## src/rtl/alu_vector_gen_if.sv

```systemverilog
// alu_vector_gen_if: stimulus/result bundle between the vector generator and the unit under test
interface alu_vector_gen_if #(parameter int ERR_W = 8);
  logic             start;
  logic [3:0]       dut_d;
  logic             dut_cout;
  logic [3:0]       a;
  logic [3:0]       b;
  logic             s1;
  logic             s0;
  logic             cin;
  logic [4:0]       goodresult;
  logic [4:0]       myresult;
  logic             mismatch;
  logic [ERR_W-1:0] err_count;
  logic [10:0]      first_fail;
  logic             busy;
  logic             done;
  modport master (
    input  start, dut_d, dut_cout,
    output a, b, s1, s0, cin, goodresult, myresult, mismatch, err_count, first_fail, busy, done
  );
  modport slave (
    output start, dut_d, dut_cout,
    input  a, b, s1, s0, cin, goodresult, myresult, mismatch, err_count, first_fail, busy, done
  );
endinterface

```

## src/rtl/alu_vector_gen.sv

```systemverilog
// alu_vector_gen: sweeps all 2048 add/sub/transfer vectors and scores the unit's settled result
module alu_vector_gen #(
  parameter int SETTLE = 8,
  parameter int ERR_W  = 8
) (
  input logic clk,
  input logic rst,
  alu_vector_gen_if.master bus
);
  localparam int WC_W = $clog2(SETTLE + 1);
  typedef enum logic [1:0] {IDLE, WAIT, CHECK, DONE} state_t;
  state_t          state, nxt;
  logic [10:0]     idx;
  logic [WC_W-1:0] wait_cnt;
  logic [3:0]      y;
  logic [4:0]      dut_res;
  logic            go, fail, last;
  // Operands come straight from the index register, so they hold steady through WAIT.
  assign bus.a      = idx[10:7];
  assign bus.s1     = idx[6];
  assign bus.s0     = idx[5];
  assign bus.b      = idx[4:1];
  assign bus.cin    = idx[0];
  assign y          = {bus.s1, bus.s0} == 2'b00 ? bus.b :
                      {bus.s1, bus.s0} == 2'b01 ? ~bus.b :
                      {bus.s1, bus.s0} == 2'b10 ? 4'h0 : 4'hf;
  assign bus.goodresult = {1'b0, bus.a} + {1'b0, y} + {4'b0, bus.cin};
  assign dut_res    = {bus.dut_cout, bus.dut_d};
  assign bus.busy   = state == WAIT || state == CHECK;
  assign bus.done   = state == DONE;
  always_comb begin
    go   = bus.start && (state == IDLE || state == DONE);
    fail = state == CHECK && dut_res != bus.goodresult;
    last = idx == 11'h7ff;
    nxt  = go ? WAIT :
           state == WAIT && wait_cnt == WC_W'(SETTLE - 1) ? CHECK :
           state == CHECK ? (last ? DONE : WAIT) : state;
  end
  always_ff @(posedge clk or posedge rst) begin
    if (rst) begin
      state          <= IDLE;
      idx            <= '0;
      wait_cnt       <= '0;
      bus.myresult   <= '0;
      bus.mismatch   <= 1'b0;
      bus.err_count  <= '0;
      bus.first_fail <= '0;
    end else begin
      state        <= nxt;
      bus.mismatch <= fail;
      if (go) begin
        idx            <= '0;
        wait_cnt       <= '0;
        bus.err_count  <= '0;
        bus.first_fail <= '0;
      end
      if (state == WAIT) wait_cnt <= wait_cnt + 1'b1;
      if (state == CHECK) begin
        bus.myresult <= dut_res;
        if (fail && ~&bus.err_count) bus.err_count <= bus.err_count + 1'b1;
        if (fail && bus.err_count == '0) bus.first_fail <= idx;
        if (!last) begin
          idx      <= idx + 1'b1;
          wait_cnt <= '0;
        end
      end
    end
  end
endmodule

```

## src/flat_wrapper.sv

```systemverilog
// flat-port wrapper written by rule: the top's interface ports become plain ports
module alu_vector_gen_flat 
#(
  parameter int SETTLE = 8,
  parameter int ERR_W  = 8
)
  (clk, rst, bus_start, bus_dut_d, bus_dut_cout, bus_a, bus_b, bus_s1, bus_s0, bus_cin, bus_goodresult, bus_myresult, bus_mismatch, bus_err_count, bus_first_fail, bus_busy, bus_done);
  alu_vector_gen_if #(.ERR_W(ERR_W)) bus_i ();
  input logic clk;
  input logic rst;
  input wire logic [$bits(bus_i.start)-1:0] bus_start;
  input wire logic [$bits(bus_i.dut_d)-1:0] bus_dut_d;
  input wire logic [$bits(bus_i.dut_cout)-1:0] bus_dut_cout;
  output wire logic [$bits(bus_i.a)-1:0] bus_a;
  output wire logic [$bits(bus_i.b)-1:0] bus_b;
  output wire logic [$bits(bus_i.s1)-1:0] bus_s1;
  output wire logic [$bits(bus_i.s0)-1:0] bus_s0;
  output wire logic [$bits(bus_i.cin)-1:0] bus_cin;
  output wire logic [$bits(bus_i.goodresult)-1:0] bus_goodresult;
  output wire logic [$bits(bus_i.myresult)-1:0] bus_myresult;
  output wire logic [$bits(bus_i.mismatch)-1:0] bus_mismatch;
  output wire logic [$bits(bus_i.err_count)-1:0] bus_err_count;
  output wire logic [$bits(bus_i.first_fail)-1:0] bus_first_fail;
  output wire logic [$bits(bus_i.busy)-1:0] bus_busy;
  output wire logic [$bits(bus_i.done)-1:0] bus_done;
  assign bus_i.start = bus_start;
  assign bus_i.dut_d = bus_dut_d;
  assign bus_i.dut_cout = bus_dut_cout;
  assign bus_a = bus_i.a;
  assign bus_b = bus_i.b;
  assign bus_s1 = bus_i.s1;
  assign bus_s0 = bus_i.s0;
  assign bus_cin = bus_i.cin;
  assign bus_goodresult = bus_i.goodresult;
  assign bus_myresult = bus_i.myresult;
  assign bus_mismatch = bus_i.mismatch;
  assign bus_err_count = bus_i.err_count;
  assign bus_first_fail = bus_i.first_fail;
  assign bus_busy = bus_i.busy;
  assign bus_done = bus_i.done;
  alu_vector_gen #(.SETTLE(SETTLE), .ERR_W(ERR_W)) u_core (.clk(clk), .rst(rst), .bus(bus_i));
endmodule
```

## config.mk

```make
export PLATFORM = sky130hd
export DESIGN_NAME = alu_vector_gen_flat
export DESIGN_NICKNAME = d
export VERILOG_FILES = /design/src/rtl/alu_vector_gen_if.sv /design/src/rtl/alu_vector_gen.sv /design/src/flat_wrapper.sv
export SDC_FILE = /design/constraint.sdc
export NUM_CORES = 1
export LEC_CHECK = 0
export CORE_ASPECT_RATIO = 0.7
export CORE_MARGIN = 1
export CORE_UTILIZATION = 46
export DETAILED_ROUTE_END_ITERATION = 10
export MAX_ROUTING_LAYER = met4
export PLACE_DENSITY = 0.76
export SLEW_MARGIN = 20
export SYNTH_ARGS = -nofsm -noshare
export SYNTH_HDL_FRONTEND = slang
export SYNTH_SLANG_ARGS = --single-unit
export TNS_END_PERCENT = 20
```

## constraint.sdc

```tcl
create_clock -name clk -period 2.9 [get_ports clk]
set_clock_uncertainty 0.1 [all_clocks]
set_input_delay 0.435 -clock clk [delete_from_list [all_inputs] [get_ports clk]]
set_output_delay 0.435 -clock clk [all_outputs]
set_load 0.005 [all_outputs]
```

## Yosys cells after proc, flatten, opt, wreduce, memory -nomap -nowiden

Cells that the tools add are included.

| storage, ports and cells | value |
|---|---|
| output and inout port bits | 43 |
| input port bits | 8 |
| logic and storage cells | 54 |
| register bits after elaboration | 42 |

| cells by class | value |
|---|---|
| eq/ne operators | 8 |
| mux-type cells | 20 |
| reduce and logical (&&, ||, !) cells | 13 |
| bitwise logic cells | 1 |
| $add $sub $neg | 5 |

Operators by type and width:

| operator | number |
|---|---|
| 11-bit 2-to-1 mux | 6 |
| 4-bit 2-to-1 mux | 7 |
| 8-bit 2-to-1 mux | 3 |
| 11-bit by 1-bit adder with 11-bit output (second input constant) | 1 |
| 11-bit == test (second input constant) | 1 |
| 8-bit by 1-bit adder with 8-bit output (second input constant) | 1 |
| 8-bit logical NOT | 1 |
| 2-bit 2-to-1 mux | 4 |
| 8-bit AND reduction | 1 |
| 2-bit == test (second input constant) | 3 |
| 4-bit by 4-bit adder with 5-bit output | 1 |
| 5-bit by 1-bit adder with 5-bit output | 1 |
| 1-bit logical AND | 5 |
| 5-bit inequality test | 1 |
| 4-bit by 1-bit adder with 4-bit output (second input constant) | 1 |
| 2-bit by 1-bit == test with 1-bit output (second input constant) | 2 |
| 4-bit by 3-bit == test with 1-bit output (second input constant) | 1 |
| 2-bit logical NOT | 2 |
| 4-bit inverter | 1 |
| 3-bit nonzero test | 1 |
| 1-bit logical OR | 2 |
| 1-bit logical NOT | 1 |

## Depth between registers and ports, before layout

Gate-level depths: netlist (run 1).

| depth | value |
|---|---|
| depth after elaboration | 11 |
| depth in mapped cells | 13 |
| depth with buffers taken out | 12 |

## Worst setup path after synthesis (run 1)

Ideal clock, no wire load.

| timing | value |
|---|---|
| path type | register to register |
| from | register u_core.idx[6] |
| to | register u_core.bus.err_count[5] |
| arrival | 2.698 ns |
| stages on the path, launching flop included | 14 |
| data required time | 2.676 ns |
| clock period less this slack | 2.922 ns |
| library setup time | 0.124 ns |
| buffers on the path | 2 |
| setup slack | -0.022 ns |
| path through | dfrtp_1 buf_2 nor2_1 xnor2_1 fa_1 inv_1 fa_1 xor2_1 nor2_1 nand4_1 o21ai_4 buf_6 nor2_1 a211o_1 |

| on the way | value |
|---|---|
| cells in the longest elaborated chain, start to end | 11 |
| elaborated cells between the ends (all ways) | 13 |
| those cells by class | add/sub (2); eq/ne (3); mux (5); reduce/logical (3) |

RTL lines:

| element | line | RTL |
|---|---|---|
| start, declared | alu_vector_gen.sv:13 | `logic [10:0] idx;` |
| start signal, assigned | alu_vector_gen.sv:63 | `idx <= idx + 1'b1;` |
| 2-bit == test | alu_vector_gen.sv:26 | `{bus.s1, bus.s0} == 2'b10 ? 4'h0 : 4'hf;` |
| 4-bit 2-to-1 mux | alu_vector_gen.sv:26 |  |
| 4-bit 2-to-1 mux | alu_vector_gen.sv:25 | `{bus.s1, bus.s0} == 2'b01 ? ~bus.b :` |
| 4-bit 2-to-1 mux * | alu_vector_gen.sv:24 | `assign y = {bus.s1, bus.s0} == 2'b00 ? bus.b :` |
| 4-bit by 4-bit adder with 5-bit output * | alu_vector_gen.sv:27 | `assign bus.goodresult = {1'b0, bus.a} + {1'b0, y} + {4'b0, bus.cin};` |
| 5-bit by 1-bit adder with 5-bit output * | alu_vector_gen.sv:27 |  |
| named net bus_goodresult[1] | flat_wrapper.sv:19 | `output wire logic [$bits(bus_i.goodresult)-1:0] bus_goodresult;` |
| 5-bit inequality test * | alu_vector_gen.sv:33 | `fail = state == CHECK && dut_res != bus.goodresult;` |
| 1-bit logical AND * | alu_vector_gen.sv:33 |  |
| 1-bit logical AND * | alu_vector_gen.sv:60 | `if (fail && ~&bus.err_count) bus.err_count <= bus.err_count + 1'b1;` |
| 8-bit 2-to-1 mux * | alu_vector_gen.sv:60 |  |
| 8-bit 2-to-1 mux * | alu_vector_gen.sv:58 | `if (state == CHECK) begin` |
| end signal, assigned | alu_vector_gen.sv:60 |  |
| end, declared | alu_vector_gen_if.sv:20 | `output a, b, s1, s0, cin, goodresult, myresult, mismatch, err_count, first_fail, busy, done` |

Mark *: on every way through the listed nets, which the timed path passes. The rest lies on a longest branch.
A chain may end at the register's enable or synchronous reset.

## Worst setup path after layout (run 1)

| timing | value |
|---|---|
| from | register u_core.idx[1] |
| to | register u_core.bus.err_count[5] |

| on the way | value |
|---|---|
| cells in the longest elaborated chain, start to end | 10 |

RTL lines:

| element | line |
|---|---|
| 4-bit inverter | alu_vector_gen.sv:25 |
| 4-bit 2-to-1 mux | alu_vector_gen.sv:25 |
| 4-bit 2-to-1 mux * | alu_vector_gen.sv:24 |
| 4-bit by 4-bit adder with 5-bit output * | alu_vector_gen.sv:27 |
| 5-bit by 1-bit adder with 5-bit output * | alu_vector_gen.sv:27 |
| 5-bit inequality test * | alu_vector_gen.sv:33 |
| 1-bit logical AND * | alu_vector_gen.sv:33 |
| 1-bit logical AND * | alu_vector_gen.sv:60 |
| 8-bit 2-to-1 mux * | alu_vector_gen.sv:60 |
| 8-bit 2-to-1 mux * | alu_vector_gen.sv:58 |

Every way passes the cells marked *; elsewhere a longest branch is shown, timed or not.

==> flow_summary_export.csv, run 1 <==
group,metric,value,unit
status,status,"complete, but fails checks",
status,violations,"setup timing",
power,combinationalPowerShare,41.5,%
clock_network,clk_pin_slew_worst_paths,0.08,ns
synth,syn_inst,244,
sta,drv_slew,0,
critical_path,cp-startpoint,"u_core.idx[1]",
global_routing,grt_max_degree,43,
clock_network,root_buffer,"clkbuf_8",
critical_path,path_class,"register to register",
synth,ys_types,39,
critical_path,cp_max_fo,4,
sta,worst_hold_slack,0.404,ns
placed_design,routabilityCongestion,0.845,
power,switching_share,33.8,%
global_routing,track_usage,24.6,%
power,power_frac_seq,36.7,%
critical_path,r2r_end,"u_core.bus.err_count[5]",
power,internal-power,1.41,mW
layout,fillers,376,
die,initial_core_util,48.7,%
clock_network,clk-insertion-delay-late,0.31,ns
sta,fin_setup_tns,-1.19,ns
synth,synth_warnings,0,
synth,syn_area,0.00237,sq mm
placed_design,dp_slack,-0.0923,ns
sta,period_share,105,%
drt,routedWlPerCell,15.7,um
power,peakVddDrop,0.000291,V
die,die_area,0.00544,sq mm
placed_design,port_buffers,50,
critical_path,reg2reg_slack,-0.14,ns
critical_path,reg2reg_depth,13,
critical_path,cp_data_arrival_time,3.13,ns
sta,hold_viol,0,
synth,synth_most_common_cell,"dfrtp_1",
synth,yosysSeqAreaShare,44.4,%
placed_design,hpwl,4110,um
sta,relSlewSlack,58.5,%
clock_network,clock_sinks,42,
sta,finalSetupViolCount,20,
global_routing,grt_pass1_vias,1996,
synth,synth_top_cell_area_share,44.4,%
clock_network,cts_tree,"yes",
power,power.switching,0.723,mW
drt,drt_iter0_markers,99,
power,p_leak,1.52,nW
clock_network,htreeDepth,2,
die,dieHeight,62.0,um
die,ioPinCount,51,
synth,synth_flop_cell,"dfrtp_1",
clock_network,clk_path_buf_depth,2,
critical_path,crit_path_end_kind,"register",
sta,rsz0062_at_grt,"yes",
run,maxCapViolations,0,
layout,stdcell_area,0.00334,sq mm
layout,nets,343,
critical_path,required,2.99,ns
synth,yosys-top-cells-area,"dfrtp_1 (44%), mux2i_1 (5.9%), nand2_1 (5.5%)",
critical_path,r2r_start,"u_core.idx[1]",
worst_hold_path,min_from,"u_core.wait_cnt[3]",
die,core_area,0.00486,sq mm
sta,final.setup.worst_slack,-0.139,ns
global_routing,grt_antenna_before_repair,0,
global_routing,overflow,0,
sta,fin_crit,3.04,ns
critical_path,crit_end,"u_core.bus.err_count[5]",
drt,drc,0,
drt,routed_wl,6160,um
power,power_density,640,mW/mm^2
synth,synth_common_cells,"dfrtp_1 (42), nand2_1 (35), inv_1 (22)",
power,clkPwrFrac,21.8,%
critical_path,start_kind,"register",
synth,yosys_register_bits,42,
synth,synth_area_leader_cell,"dfrtp_1",
die,die_w,87.8,um
synth,async_flop_share,100,%
worst_hold_path,holdCritPathClass,"register to register",
synth,syn_area_per_cell,9.71,sq um
drt,firstDrtPassIters,4,
synth,syn-num-nets,264,
layout,drive_above_1_share,19.8,%
drt,dr_total_vias,2118,
layout,syn2layout_area_growth,41.0,%
placed_design,placed_area,0.00304,sq mm
drt,vias_per_cell,5.39,
layout,diodes,0,
drt,detail-route-antenna-nets,0,
global_routing,grt_pass1_wl,9580,um
die,placementRows,21,
sta,max_freq,0.329,GHz
clock_network,cts-buffers-inserted,5,
sta,max_slew.worst_pin.slew,0.616,ns
synth,synth_edf_count,0,
-- layout make-up --
class | instances | area [sq um] | area share [%]
well taps | 69 | 86.3 | 2.59
clock inverters | 3 | 40.0 | 1.20
repair buffers | 80 | 737 | 22.1
inverters | 22 | 82.6 | 2.47
clock buffers | 5 | 68.8 | 2.06
multi-input cells | 172 | 1270 | 38.1
flip-flops and latches | 42 | 1050 | 31.5
-- per-layer routing --
layer  GRT usage [%]  wire [um]  vias to the layer above
met4            9.84        117                        0
met2            36.8       2780                       71
met5               -          0                        -
met3            4.10        294                       15
met1            33.9       2960                     1046
li1                -          -                      986
-- repair_timing --
action,in CTS,in global routing
setup endpoints to repair,20,22
hold endpoints to repair,0,0
setup buffers,7,7
hold buffers,0,0
resized for setup,10,16
pin swaps,10,11
-- cells in the final DEF (no fill, tap or decap), types with 4 or more instances in the layout --
cell             netlist  final
ha_1                  10      9
nand3_1                9      9
mux2_2                 6      6
o21ai_0               16     14
clkbuf_8               0      5
clkdlybuf4s50_1        0     47
inv_1                 22     19
nor3_1                 6      5
nor2_1                18     16
dfrtp_1               42     42
nand2b_1               4      4
and3_1                 5      5
nand2_1               35     35
mux2i_1               14     14
xnor2_2                0      4
xnor2_1               11      7
buf_4                  0     26
buf_6                  2      4
-- power by group through the flow --
stage               sequential, mW  combinational (mW)  clock [mW]
finish                       0.785               0.886       0.466
global route                 0.806               0.979       0.491
CTS                          0.784               0.864       0.472
detailed placement           0.794               0.825           0
global placement             0.787               0.802           0
floorplan                    0.787               0.453           0
-- logic make-up (layout without fill, tap and decap cells) --
kind of cell	count (synthesis)	in the layout	share of synthesized area, %
xor+xnor	14	14	5.76
fa+ha+maj	12	12	6.97
flops	42	42	44.4
simple gates	84	84	16.2
mux	20	20	8.77
buf+inv	30	110	5.49
compound gates	42	42	12.5
-- worst max-delay path, stage by stage (launching register included) --
cell and delay (ns):
dfrtp_1 0.39, inv_2 0.09, nor2_4 0.05, xnor2_2 0.13, fa_2 0.34, inv_2 0.09
fa_2 0.44, xor2_1 0.15, nor2_1 0.17, nand4_1 0.25, o21ai_4 0.27, buf_6 0.13
nor3_2 0.03, a211o_1 0.28
-- flip-flops by register name, indices dropped and copies added, names as in the netlist --
name	count
u_core.bus.err_count	8
u_core.bus.first_fail	11
u_core.bus.mismatch	1
u_core.bus.myresult	5
u_core.idx	11
u_core.state	2
u_core.wait_cnt	4
-- worst min path at each step --
stage / end / slack [ns] / cells after the start
3_5_place_dp: u_core.wait_cnt[3] / 0.39 / 1
5_1_grt: u_core.bus.myresult[3] / 0.44 / 1
3_3_place_gp: u_core.wait_cnt[3] / 0.38 / 1
4_1_cts: u_core.wait_cnt[3] / 0.40 / 1
6_report: u_core.wait_cnt[3] / 0.40 / 1
2_1_floorplan: u_core.wait_cnt[3] / 0.36 / 1
-- per-stage QoR --
step | power [mW] | util (%) | cells
floorplan | 1.24 | - | 244
global placement | 1.59 | 62.5 | 371
detailed placement | 1.62 | 62.5 | 371
CTS | 2.12 | 66.5 | 386
global route | 2.28 | 68.7 | 393
finish | 2.14 | 68.7 | 393
No activity file was read; power rests on OpenSTA's default activity.
==> inputs of run 2 (changes only) <==
--- a/config.mk
+++ b/config.mk
@@ -15,4 +15,4 @@
 export SYNTH_ARGS = -nofsm -noshare
 export SYNTH_HDL_FRONTEND = slang
 export SYNTH_SLANG_ARGS = --single-unit
-export TNS_END_PERCENT = 20
+export TNS_END_PERCENT = 10
==> constraint.sdc (replaced) <==
create_clock -name clk -period 2.5 [get_ports clk]
set_clock_uncertainty 0.1 [all_clocks]
set_input_delay 0.375 -clock clk [delete_from_list [all_inputs] [get_ports clk]]
set_output_delay 0.375 -clock clk [all_outputs]
set_load 0.005 [all_outputs]
==> flow_summary_export.csv, run 2 (synthesis results as in run 1) <==
group,metric,value,unit
worst_hold_path,holdCritPathClass,"register to register",
die,ioPinCount,51,
placed_design,routabilityCongestion,0.803,
clock_network,cts-buffers-inserted,5,
sta,rsz0062_at_grt,"yes",
global_routing,grt_max_degree,43,
global_routing,grt_pass1_vias,1865,
run,maxCapViolations,0,
sta,period_share,113,%
power,power_density,714,mW/mm^2
clock_network,clock_sinks,42,
drt,drt_iter0_markers,201,
layout,drive_above_1_share,23.6,%
clock_network,cts_hold_buf,0,
status,status,"complete, but fails checks",
placed_design,placed_area,0.00320,sq mm
drt,vias_per_cell,5.11,
die,placementRows,21,
sta,max_slew.worst_pin.slew,0.645,ns
layout,nets,354,
global_routing,grt_pass1_wl,8860,um
clock_network,cts_tree,"yes",
sta,drv_slew,0,
clock_network,clk-insertion-delay-late,0.30,ns
sta,fin_crit,2.82,ns
clock_network,htreeDepth,2,
clock_network,root_buffer,"clkbuf_8",
die,core_area,0.00486,sq mm
layout,diodes,0,
drt,routed_wl,5790,um
status,violations,"setup timing",
critical_path,required,2.59,ns
power,peakVddDrop,0.000513,V
placed_design,dp_slack,-0.453,ns
die,initial_core_util,48.7,%
layout,final_common_cell,"clkdlybuf4s50_1",
sta,max_freq,0.354,GHz
die,dieHeight,62.0,um
power,p_leak,1.54,nW
placed_design,hpwl,4150,um
drt,dr_total_vias,2064,
layout,reg.largest.list,"u_core.bus.first_fail (11), u_core.idx (11), u_core.bus.err_count (8)",
critical_path,cp_data_arrival_time,2.91,ns
global_routing,track_usage,22.8,%
sta,worst_hold_slack,0.407,ns
drt,firstDrtPassIters,4,
sta,finalSetupViolCount,22,
global_routing,grt_antenna_before_repair,0,
sta,final.setup.worst_slack,-0.321,ns
layout,final_cell_mix,"clkdlybuf4s50_1 (45), dfrtp_1 (42), buf_4 (36), nand2_1 (35), inv_1 (20)",
clock_network,clk_pin_slew_worst_paths,0.08,ns
sta,hold_viol,0,
die,die_area,0.00544,sq mm
drt,routedWlPerCell,14.3,um
critical_path,path_class,"register to register",
drt,detail-route-antenna-nets,0,
placed_design,port_buffers,50,
clock_network,clk_path_buf_depth,2,
layout,syn2layout_area_growth,43.8,%
global_routing,overflow,0,
layout,stdcell_area,0.00341,sq mm
critical_path,crit_path_end_kind,"register",
power,power,2.43,mW
die,die_w,87.8,um
layout,fin_util,70.1,%
critical_path,start_kind,"register",
drt,drc,0,
critical_path,cp_max_fo,3,
sta,relSlewSlack,56.5,%
run 2: metrics by stage:
| step | std cells | TNS [ns] |
|---|---|---|
| 2_1_floorplan | 244 | -4.94 |
| 3_3_place_gp | 388 | -5.17 |
| 3_5_place_dp | 388 | -7.11 |
| 4_1_cts | 401 | -6.45 |
| 5_1_grt | 404 | -7.84 |
| 6_report | 404 | -5.17 |
run 2: worst paths after layout:
| check | to | start | depth (start not counted) | slack [ns] |
|---|---|---|---|---|
| setup reg to reg | u_core.bus.err_count[6] | u_core.idx[1] | 14 | -0.32 |
| max in group asynchronous | u_core.bus.err_count[0] | rst | 3 | 1.50 |
| setup / recovery | u_core.bus.err_count[6] | u_core.idx[1] | 14 | -0.32 |
| hold / removal | u_core.bus.myresult[4] | u_core.bus.myresult[4] | 1 | 0.41 |
| min in group asynchronous | u_core.bus.myresult[2] | rst | 3 | 0.42 |
| hold reg to reg | u_core.bus.myresult[4] | u_core.bus.myresult[4] | 1 | 0.41 |
run 2: repair_timing:
action	in CTS	in global routing
pin swaps	10	5
gates resized for setup	19	13
buffers inserted	5	3
gates cloned	1	0
setup endpoints to repair	25	24
run 2: report_power, final:
part	internal, mW	total, mW	switching (mW)	leakage, nW
Combinational	0.575	1.08	0.503	0.934
Sequential	0.805	0.901	0.0962	0.561
Clock	0.223	0.453	0.231	0.0482
Total	1.60	2.43	0.830	1.54
run 2: worst max-delay path, cell delays in order, from the launching register on:
cell and delay [ns]:
dfrtp_1 0.39, inv_2 0.09, nor2_4 0.04, xnor2_2 0.13
fa_2 0.34, inv_2 0.08, fa_2 0.44, xor2_1 0.16
nor2_1 0.10, nand4_1 0.12, buf_6 0.16, o21ai_2 0.15
buf_4 0.14, nor2_1 0.03, a211o_1 0.26
run 2: final cells by class:
type | count | area [sq um]
fillers | 379 | 1450
clock inverters | 1 | 5.00
clock buffers | 7 | 86.3
multi-input cells | 173 | 1280
well taps | 69 | 86.3
flip-flops and latches | 42 | 1050
repair buffers | 90 | 813
inverters | 22 | 82.6
run 2: per-layer routing:
metal  global-route usage [%]  vias to the layer above  share of wire [%]  wire length, um
met5                        -                        -                  0                0
met4                     4.22                        0               0.31               18
met3                     6.08                        2                6.7              386
met2                     35.2                       70                 46             2640
met1                     30.8                      982                 47             2750
li1                         -                     1010                  -                -
